--- src/rtl/ps2_jump_engine_pkg.sv ---
// ----------------------------------------------------------------------------
// ps2_jump_engine_pkg
//   Shared definitions for the PS/2 jump engine: scan-code constants, default
//   key codes, key_held bit positions, and the decoder / physics state enums.
//   Also a helper that turns a clock rate and an update rate into a tick
//   period in clock cycles.
// ----------------------------------------------------------------------------
package ps2_jump_engine_pkg;

    // PS/2 set-2 prefix bytes.
    localparam logic [7:0] SCAN_BREAK  = 8'hF0;
    localparam logic [7:0] SCAN_EXTEND = 8'hE0;

    // Default make codes for the two keys the engine tracks.
    localparam logic [7:0] KEY_JUMP_DEFAULT = 8'h1C;
    localparam logic [7:0] KEY_DUCK_DEFAULT = 8'h1B;

    // Bit positions inside key_held.
    localparam int KEY_JUMP = 0;
    localparam int KEY_DUCK = 1;

    // Scan decoder states: plain, after F0, after E0, after E0 F0.
    typedef enum logic [1:0] {
        DEC_IDLE,
        DEC_BRK,
        DEC_EXT,
        DEC_EXT_BRK
    } dec_state_t;

    // Physics states: resting on the ground or airborne.
    typedef enum logic {
        PHY_GND,
        PHY_AIR
    } phy_state_t;

    // Clock cycles between physics ticks; never less than one so a very
    // fast tick rate degenerates to "every cycle" rather than to zero.
    function automatic int tick_cycles(input int clock_hz, input int ticks_per_sec);
        int cycles;
        cycles = (ticks_per_sec > 0) ? (clock_hz / ticks_per_sec) : 1;
        return (cycles < 1) ? 1 : cycles;
    endfunction

endpackage

--- src/rtl/ps2_key_tracker.sv ---
// ----------------------------------------------------------------------------
// ps2_key_tracker
//   Decodes a stream of PS/2 set-2 bytes into a held/released state for the
//   jump and duck keys. Break (F0) sequences release a key, plain make codes
//   press it, and anything behind an E0 prefix is consumed without touching
//   the key state. Typematic repeats of a make code simply re-set a bit that
//   is already set.
//
// Ports
//   CLOCK_50     in   clock
//   resetn       in   asynchronous active-low reset
//   ps2_data     in   received byte
//   ps2_data_en  in   one-cycle strobe qualifying ps2_data
//   key_held     out  bit0 jump held, bit1 duck held
// ----------------------------------------------------------------------------
module ps2_key_tracker
    import ps2_jump_engine_pkg::*;
#(
    parameter logic [7:0] JUMP_CODE = KEY_JUMP_DEFAULT,
    parameter logic [7:0] DUCK_CODE = KEY_DUCK_DEFAULT
) (
    input  logic       CLOCK_50,
    input  logic       resetn,
    input  logic [7:0] ps2_data,
    input  logic       ps2_data_en,
    output logic [1:0] key_held
);

    dec_state_t dec_state;

    // NOTE: every register here is updated with <= so all state moves on the
    // same edge from the same old values, regardless of statement order.
    always_ff @(posedge CLOCK_50 or negedge resetn) begin
        if (!resetn) begin
            dec_state <= DEC_IDLE;
            key_held  <= 2'b00;
        end else if (ps2_data_en) begin
            case (dec_state)
                DEC_IDLE: begin
                    if (ps2_data == SCAN_BREAK) begin
                        dec_state <= DEC_BRK;
                    end else if (ps2_data == SCAN_EXTEND) begin
                        dec_state <= DEC_EXT;
                    end else begin
                        if (ps2_data == JUMP_CODE) key_held[KEY_JUMP] <= 1'b1;
                        if (ps2_data == DUCK_CODE) key_held[KEY_DUCK] <= 1'b1;
                    end
                end
                DEC_BRK: begin
                    // The byte after F0 always completes the sequence.
                    if (ps2_data == JUMP_CODE) key_held[KEY_JUMP] <= 1'b0;
                    if (ps2_data == DUCK_CODE) key_held[KEY_DUCK] <= 1'b0;
                    dec_state <= DEC_IDLE;
                end
                DEC_EXT: begin
                    // Extended keys never reach key_held; only track the
                    // framing so the trailing code is not taken as a make.
                    dec_state <= (ps2_data == SCAN_BREAK) ? DEC_EXT_BRK : DEC_IDLE;
                end
                DEC_EXT_BRK: begin
                    dec_state <= DEC_IDLE;
                end
                default: begin
                    dec_state <= DEC_IDLE;
                end
            endcase
        end
    end

endmodule

--- src/rtl/ps2_jump_engine.sv ---
// ----------------------------------------------------------------------------
// ps2_jump_engine
//   Keyboard-driven jump physics. A ps2_key_tracker turns PS/2 bytes into
//   jump/duck held flags. A fresh jump press while grounded and not ducking
//   launches the character; while airborne a tick generator advances a
//   simple ballistic model (height += velocity, velocity -= gravity, doubled
//   while duck is held) until the next position would be at or below the
//   ground, at which point the character lands with a one-cycle strobe.
//
// Ports
//   CLOCK_50     in   clock
//   resetn       in   asynchronous active-low reset
//   ps2_data     in   received PS/2 byte
//   ps2_data_en  in   one-cycle strobe qualifying ps2_data
//   height       out  unsigned current height
//   velocity     out  two's-complement current velocity
//   jumping      out  airborne
//   ducking      out  grounded with duck held
//   key_held     out  bit0 jump held, bit1 duck held
//   airtime      out  ticks in the current/last jump, saturating at 255
//   land_pulse   out  one-cycle strobe on landing
// ----------------------------------------------------------------------------
module ps2_jump_engine
    import ps2_jump_engine_pkg::*;
#(
    parameter int         CLOCK_FREQUENCY = 25000000,
    parameter int         TICKS_PER_SEC   = 4,
    parameter int         HEIGHT_W        = 16,
    parameter int         GROUND          = 10,
    parameter int         V0              = 50,
    parameter int         GRAVITY         = 1,
    parameter logic [7:0] JUMP_CODE       = KEY_JUMP_DEFAULT,
    parameter logic [7:0] DUCK_CODE       = KEY_DUCK_DEFAULT
) (
    input  logic                CLOCK_50,
    input  logic                resetn,
    input  logic [7:0]          ps2_data,
    input  logic                ps2_data_en,
    output logic [HEIGHT_W-1:0] height,
    output logic [HEIGHT_W-1:0] velocity,
    output logic                jumping,
    output logic                ducking,
    output logic [1:0]          key_held,
    output logic [7:0]          airtime,
    output logic                land_pulse
);

    localparam int TICK_CYCLES = tick_cycles(CLOCK_FREQUENCY, TICKS_PER_SEC);
    localparam int CNT_W       = (TICK_CYCLES > 1) ? $clog2(TICK_CYCLES) : 1;
    localparam int HW1         = HEIGHT_W + 1;

    localparam logic [CNT_W-1:0]           TICK_LAST = CNT_W'(TICK_CYCLES - 1);
    localparam logic [HEIGHT_W-1:0]        GROUND_H  = HEIGHT_W'(GROUND);
    localparam logic signed [HEIGHT_W:0]   GROUND_S  = HW1'(GROUND);
    localparam logic [HEIGHT_W-1:0]        V0_V      = HEIGHT_W'(V0);
    localparam logic [HEIGHT_W-1:0]        GRAV_1    = HEIGHT_W'(GRAVITY);
    localparam logic [HEIGHT_W-1:0]        GRAV_2    = HEIGHT_W'(2 * GRAVITY);

    // ------------------------------------------------------------------
    // Key decoding
    // ------------------------------------------------------------------
    logic [1:0] keys;

    ps2_key_tracker #(
        .JUMP_CODE (JUMP_CODE),
        .DUCK_CODE (DUCK_CODE)
    ) u_key_tracker (
        .CLOCK_50    (CLOCK_50),
        .resetn      (resetn),
        .ps2_data    (ps2_data),
        .ps2_data_en (ps2_data_en),
        .key_held    (keys)
    );

    // ------------------------------------------------------------------
    // Launch arming and tick generation
    // ------------------------------------------------------------------
    phy_state_t             phy_state;
    logic [CNT_W-1:0]       tick_cnt;
    logic                   jump_prev;
    logic                   jump_rise;
    logic                   launch;
    logic                   tick;
    logic signed [HEIGHT_W:0] next_s;
    logic [HEIGHT_W-1:0]    grav_step;

    // Only a 0->1 transition of the jump key arms a launch. An edge that
    // happens while airborne, while ducking, or on the landing cycle is
    // simply lost, so holding the key never relaunches and a fresh press is
    // needed after landing.
    assign jump_rise = keys[KEY_JUMP] & ~jump_prev;
    assign launch    = (phy_state == PHY_GND) && jump_rise && !keys[KEY_DUCK];
    assign tick      = (phy_state == PHY_AIR) && (tick_cnt == TICK_LAST);

    // Next position, evaluated one bit wider so a falling character near
    // zero cannot wrap to a large unsigned height.
    assign next_s    = $signed({1'b0, height}) + $signed({velocity[HEIGHT_W-1], velocity});
    assign grav_step = keys[KEY_DUCK] ? GRAV_2 : GRAV_1;

    always_ff @(posedge CLOCK_50 or negedge resetn) begin
        if (!resetn) begin
            tick_cnt <= '0;
        end else if (launch || phy_state != PHY_AIR || tick) begin
            // Restart the period on launch so the first tick is a full
            // period after lift-off; idle at zero on the ground.
            tick_cnt <= '0;
        end else begin
            tick_cnt <= tick_cnt + 1'b1;
        end
    end

    // ------------------------------------------------------------------
    // Physics FSM
    // ------------------------------------------------------------------
    always_ff @(posedge CLOCK_50 or negedge resetn) begin
        if (!resetn) begin
            phy_state  <= PHY_GND;
            height     <= GROUND_H;
            velocity   <= '0;
            airtime    <= '0;
            land_pulse <= 1'b0;
            jump_prev  <= 1'b0;
        end else begin
            jump_prev  <= keys[KEY_JUMP];
            land_pulse <= 1'b0;
            case (phy_state)
                PHY_GND: begin
                    if (launch) begin
                        phy_state <= PHY_AIR;
                        height    <= GROUND_H;
                        velocity  <= V0_V;
                        airtime   <= '0;
                    end
                end
                PHY_AIR: begin
                    if (tick) begin
                        if (next_s <= GROUND_S) begin
                            phy_state  <= PHY_GND;
                            height     <= GROUND_H;
                            velocity   <= '0;
                            land_pulse <= 1'b1;
                        end else begin
                            height   <= next_s[HEIGHT_W-1:0];
                            velocity <= velocity - grav_step;
                            if (airtime != 8'hFF) airtime <= airtime + 8'd1;
                        end
                    end
                end
                default: begin
                    phy_state <= PHY_GND;
                end
            endcase
        end
    end

    assign jumping  = (phy_state == PHY_AIR);
    assign ducking  = keys[KEY_DUCK] && (phy_state == PHY_GND);
    assign key_held = keys;

endmodule

--- config.mk ---
export PLATFORM = sky130hd
export DESIGN_NAME = ps2_jump_engine
export DESIGN_NICKNAME = d
export VERILOG_FILES = /design/src/rtl/ps2_jump_engine_pkg.sv /design/src/rtl/ps2_key_tracker.sv /design/src/rtl/ps2_jump_engine.sv
export SDC_FILE = /design/constraint.sdc
export NUM_CORES = 1
export LEC_CHECK = 0
export BUFFER_PORTS_ARGS = -buffer_cell sky130_fd_sc_hd__buf_4
export CORE_ASPECT_RATIO = 0.9
export CORE_MARGIN = 2
export CORE_UTILIZATION = 60
export CTS_CLUSTER_SIZE = 40
export DETAILED_ROUTE_END_ITERATION = 12
export PLACE_DENSITY = 0.84
export SYNTH_ARGS = -nofsm -noshare
export SYNTH_HDL_FRONTEND = slang
export SYNTH_SLANG_ARGS = --single-unit
--- constraint.sdc ---
create_clock -name CLOCK_50 -period 7.25 [get_ports CLOCK_50]
set_clock_uncertainty 0.05 [all_clocks]
set_input_delay 0.3625 -clock CLOCK_50 [delete_from_list [all_inputs] [get_ports CLOCK_50]]
set_output_delay 0.3625 -clock CLOCK_50 [all_outputs]
set_load 0.005 [all_outputs]
==> metrics.md <==
| Metric | Value |
|---|---|
| Max cap viols | `0` |
| CP startpoint | `height[0]` |
| Top cells by count, synth | `68 x dfrtp_1, 53 x nand2_1, 48 x nor2_1` |
| Mux contribution to synthesized area | `1.46%` |
| Combinational family with the most area after synthesis | `simple AND/OR/NAND/NOR gates` |
| Asr flop ratio synth | `100%` |
| First-pass GRT wire length | `roughly 16000 um` |
| Worst vdd ir | `~0.12 mV` |
| Hold_buf cts | `0` |
| Initial Util | `63.0%` |
| Maximum net fanout on the critical path | `16` |
| Synthesized instance count | `445` |
| HPWL after DPL | `6750 um` |
| Most numerous cell in the Yosys netlist | `dfrtp_1` |
| Fin crit period | `approximately 4.1 ns` |
| Tcrit/Tclk final | `57.2%` |
| Crit Path Class | `flip-flop to flip-flop` |
| Root Buffer | `clkbuf_8` |
| Worst Path Arrival | `4.36 ns` |
| Critical Path End Type | `flip-flop` |
| R2R Setup Slk | `3.10 ns` |
| Clk Latency, worst-skew pair | `0.35 ns` |
| Final Wtd Congestion | `0.928` |
| Total gr overflow | `0` |
| Ratio of total power to cell area | `184 nW/um^2` |
| CTS resizes | `0` |
| Cell taking the most area after synthesis | `dfrtp_1` |
| Area Overhead vs Synth | `15.9%` |
| Slew at the pin closest to its max-slew limit | `0.920 ns` |
| Die Y | `83.3 um` |
| Total wire length | `9360 um` |
| Most used DFF post-synth | `dfrtp_1` |
| CP Data Required Time | `between 7 and 8 ns` |
| # diodes | `0` |
| Startpoint Class | `flip-flop` |
| End of the critical path | `airtime[4]` |
| Drc violations | `0` |
| Lkg Pwr | `about 2.4 nW` |
| Wire per inst | `15.6 um` |
| Cells on worst reg2reg path | `12` |
| First-pass DRT Iterations | `4` |
| Post-synthesis xor/xnor area fraction | `under 10%` |
| Final Max Slew Viols | `0` |
| Postcts setup bufs | `0` |
| Sink Count | `70` |
| Main area contributors after synthesis | `dfrtp_1 41%, ha_1 6.0%, nand2_1 4.7%` |
| Die Span X | `92.1 um` |
| Vias in the first global route | `approximately 3.4k` |
| Total GRT Usage | `25.8%` |
| Hold Violations, Final | `0` |
| Synth Register Bits | `70` |
| # port buffers | `55` |
| Synth unique cells | `65` |
| DRT iter0 DRCs | `192` |
| Post-synth EDFFs | `0` |
| H-tree level count | `3` |
| TritonCTS clock tree | `yes` |
| Setup repair after global routing missed its margin | `false` |
| Filler Cell Count | `511` |
| R2r startpoint | `height[0]` |
| Post-Syn Nets | `478` |
| Simple-Gate Fraction of Synth Area | `21.9%` |
| I/O pin count | `56` |
| DR vias | `roughly 3.5k` |
| Post-synthesis sequential area ratio | `41.9%` |
| Setup TNS | `0 ns` |
| Yosys warning count | `0` |
| Core footprint | `6660 sq um` |
| Post-Syn Area | `approximately 4200 sq um` |
| Compound-cell area share of the yosys netlist | `18.0%` |
| Layout cells sized above 1 | `17.5%` |
| Finish-stage setup viols | `0` |
| Initial antenna violation count | `0` |
| Final ANT Viol Nets | `0` |
| CTS clk-pin slew, worst paths | `roughly 0.08 ns` |
| Pin count of the biggest net entering global routing | `71` |
| DIE AREA | `roughly 7700 sq um` |
| Std cell rows | `28` |
| Via density | `between 5 and 6` |
| Post-layout util | `73.0%` |
| Fin nets | `537` |
| Critical R2R Capture | `airtime[4]` |
| Worst min path class | `input pin to asynchronous set/reset pin` |
| Slew Limit Headroom | `between 30% and 40%` |
| Fmax | `241 MHz` |
| Top-area cell type share of the netlist area | `40.6%` |
| Syn Area/Cell | `9.42 sq um` |
| CTS Buf Count | `9` |
| Synth Area in Adders | `under 10%` |
| Max Buffers Root-to-Sink | `2` |
| Status | `finished, final reports clean` |
==> placed cells by master (no fill, tap or decap), types with 4 or more instances in the layout <==
cell type  synthesis  layout
a22o_1             9       9
xnor2_1           16      16
xor2_1            18      18
or3_1             12      12
inv_1              9       9
clkbuf_8           0      11
buf_4              2      58
nor3_1            12      12
nand2_1           53      53
dfrtp_1           68      68
nor2_1            48      48
o21ai_0           23      23
a21oi_1           28      28
nand3_1           14      14
a211oi_1           4       4
o211ai_1           5       5
ha_1              20      20
a21o_1            13      13
mux2i_1            5       5
and3_1             8       8
nand2b_1           5       5
nand4_1            6       6
==> worst min path at each step <==
stage,startpoint,endpoint,slack [ns],cells after the start
6_report,resetn,height[14],0.08,1
5_1_grt,resetn,height[11],0.15,1
4_1_cts,resetn,height[9],0.10,1
3_5_place_dp,u_key_tracker.key_held[0],jump_prev,0.37,0
3_3_place_gp,u_key_tracker.key_held[0],jump_prev,0.37,0
2_1_floorplan,resetn,airtime[0],0.02,0
==> area by class of cell <==
type / instances / area [sq um] / area share [%]
multi-input combinational: 356 / 2340 / 48.1
sequential: 70 / 1750 / 36.1
timing repair buffer: 58 / 435 / 8.96
clock buffer: 11 / 151 / 3.12
tap: 90 / 113 / 2.32
clock inverter: 5 / 33.8 / 0.695
inverter: 9 / 33.8 / 0.695
==> worst max-delay path, stage by stage, from the launching register on <==
cell	delay (ns)
dfrtp_1	0.41
ha_1	0.23
fa_1	0.42
a211oi_2	0.25
o21ai_1	0.18
o21ai_0	0.13
xnor2_1	0.11
a2111oi_0	0.52
nand4_1	0.31
o211ai_1	0.82
buf_4	0.35
o21ai_0	0.11
a21oi_1	0.15
==> report_power, final <==
group          leakage [nW]  internal, mW  total, mW  switching (mW)
registers             0.961         0.407      0.428          0.0215
logic                  1.35        0.0661      0.166           0.100
clock network        0.0913         0.142      0.297           0.155
total                  2.41         0.615      0.892           0.277
==> routing by layer <==
layer  vias up  GRT usage [%]  share of wire [%]
met4         0           6.65                1.2
met1      1709           36.5                 48
met5         -              0                  0
met2        87           40.0                 47
li1       1736              -                  -
met3        11           6.26                4.4
==> flip-flops by register name, summed over array words and instances (netlist names) <==
name and cells:
tick_cnt 23, height 16, velocity 16, airtime 8
u_key_tracker.dec_state 2, u_key_tracker.key_held 2, jump_prev 1, jumping 1
land_pulse 1
==> kinds of logic (layout without fill, tap and decap cells) <==
family	Yosys count	count (layout)
AOI/OAI and AO/OA	112	112
xor gates and xnor gates	35	35
adders and majority gates	22	22
buffers and inverters	19	83
DFF	70	70
muxes	6	6
and+or+nand+nor	181	181
==> metrics by stage <==
step	cell area (sq um)	instances	setup WS, ns	hold WS [ns]	power, mW
after floorplan	4190	445	4.19	0.0169	0.541
after global placement	4670	583	3.36	0.368	0.597
after detailed placement	4670	583	3.16	0.374	0.603
after CTS	4860	599	3.11	0.103	0.897
after global routing	4860	599	2.78	0.153	0.942
final	4860	599	3.10	0.0821	0.892
Power figures use the tool's default switching activity.
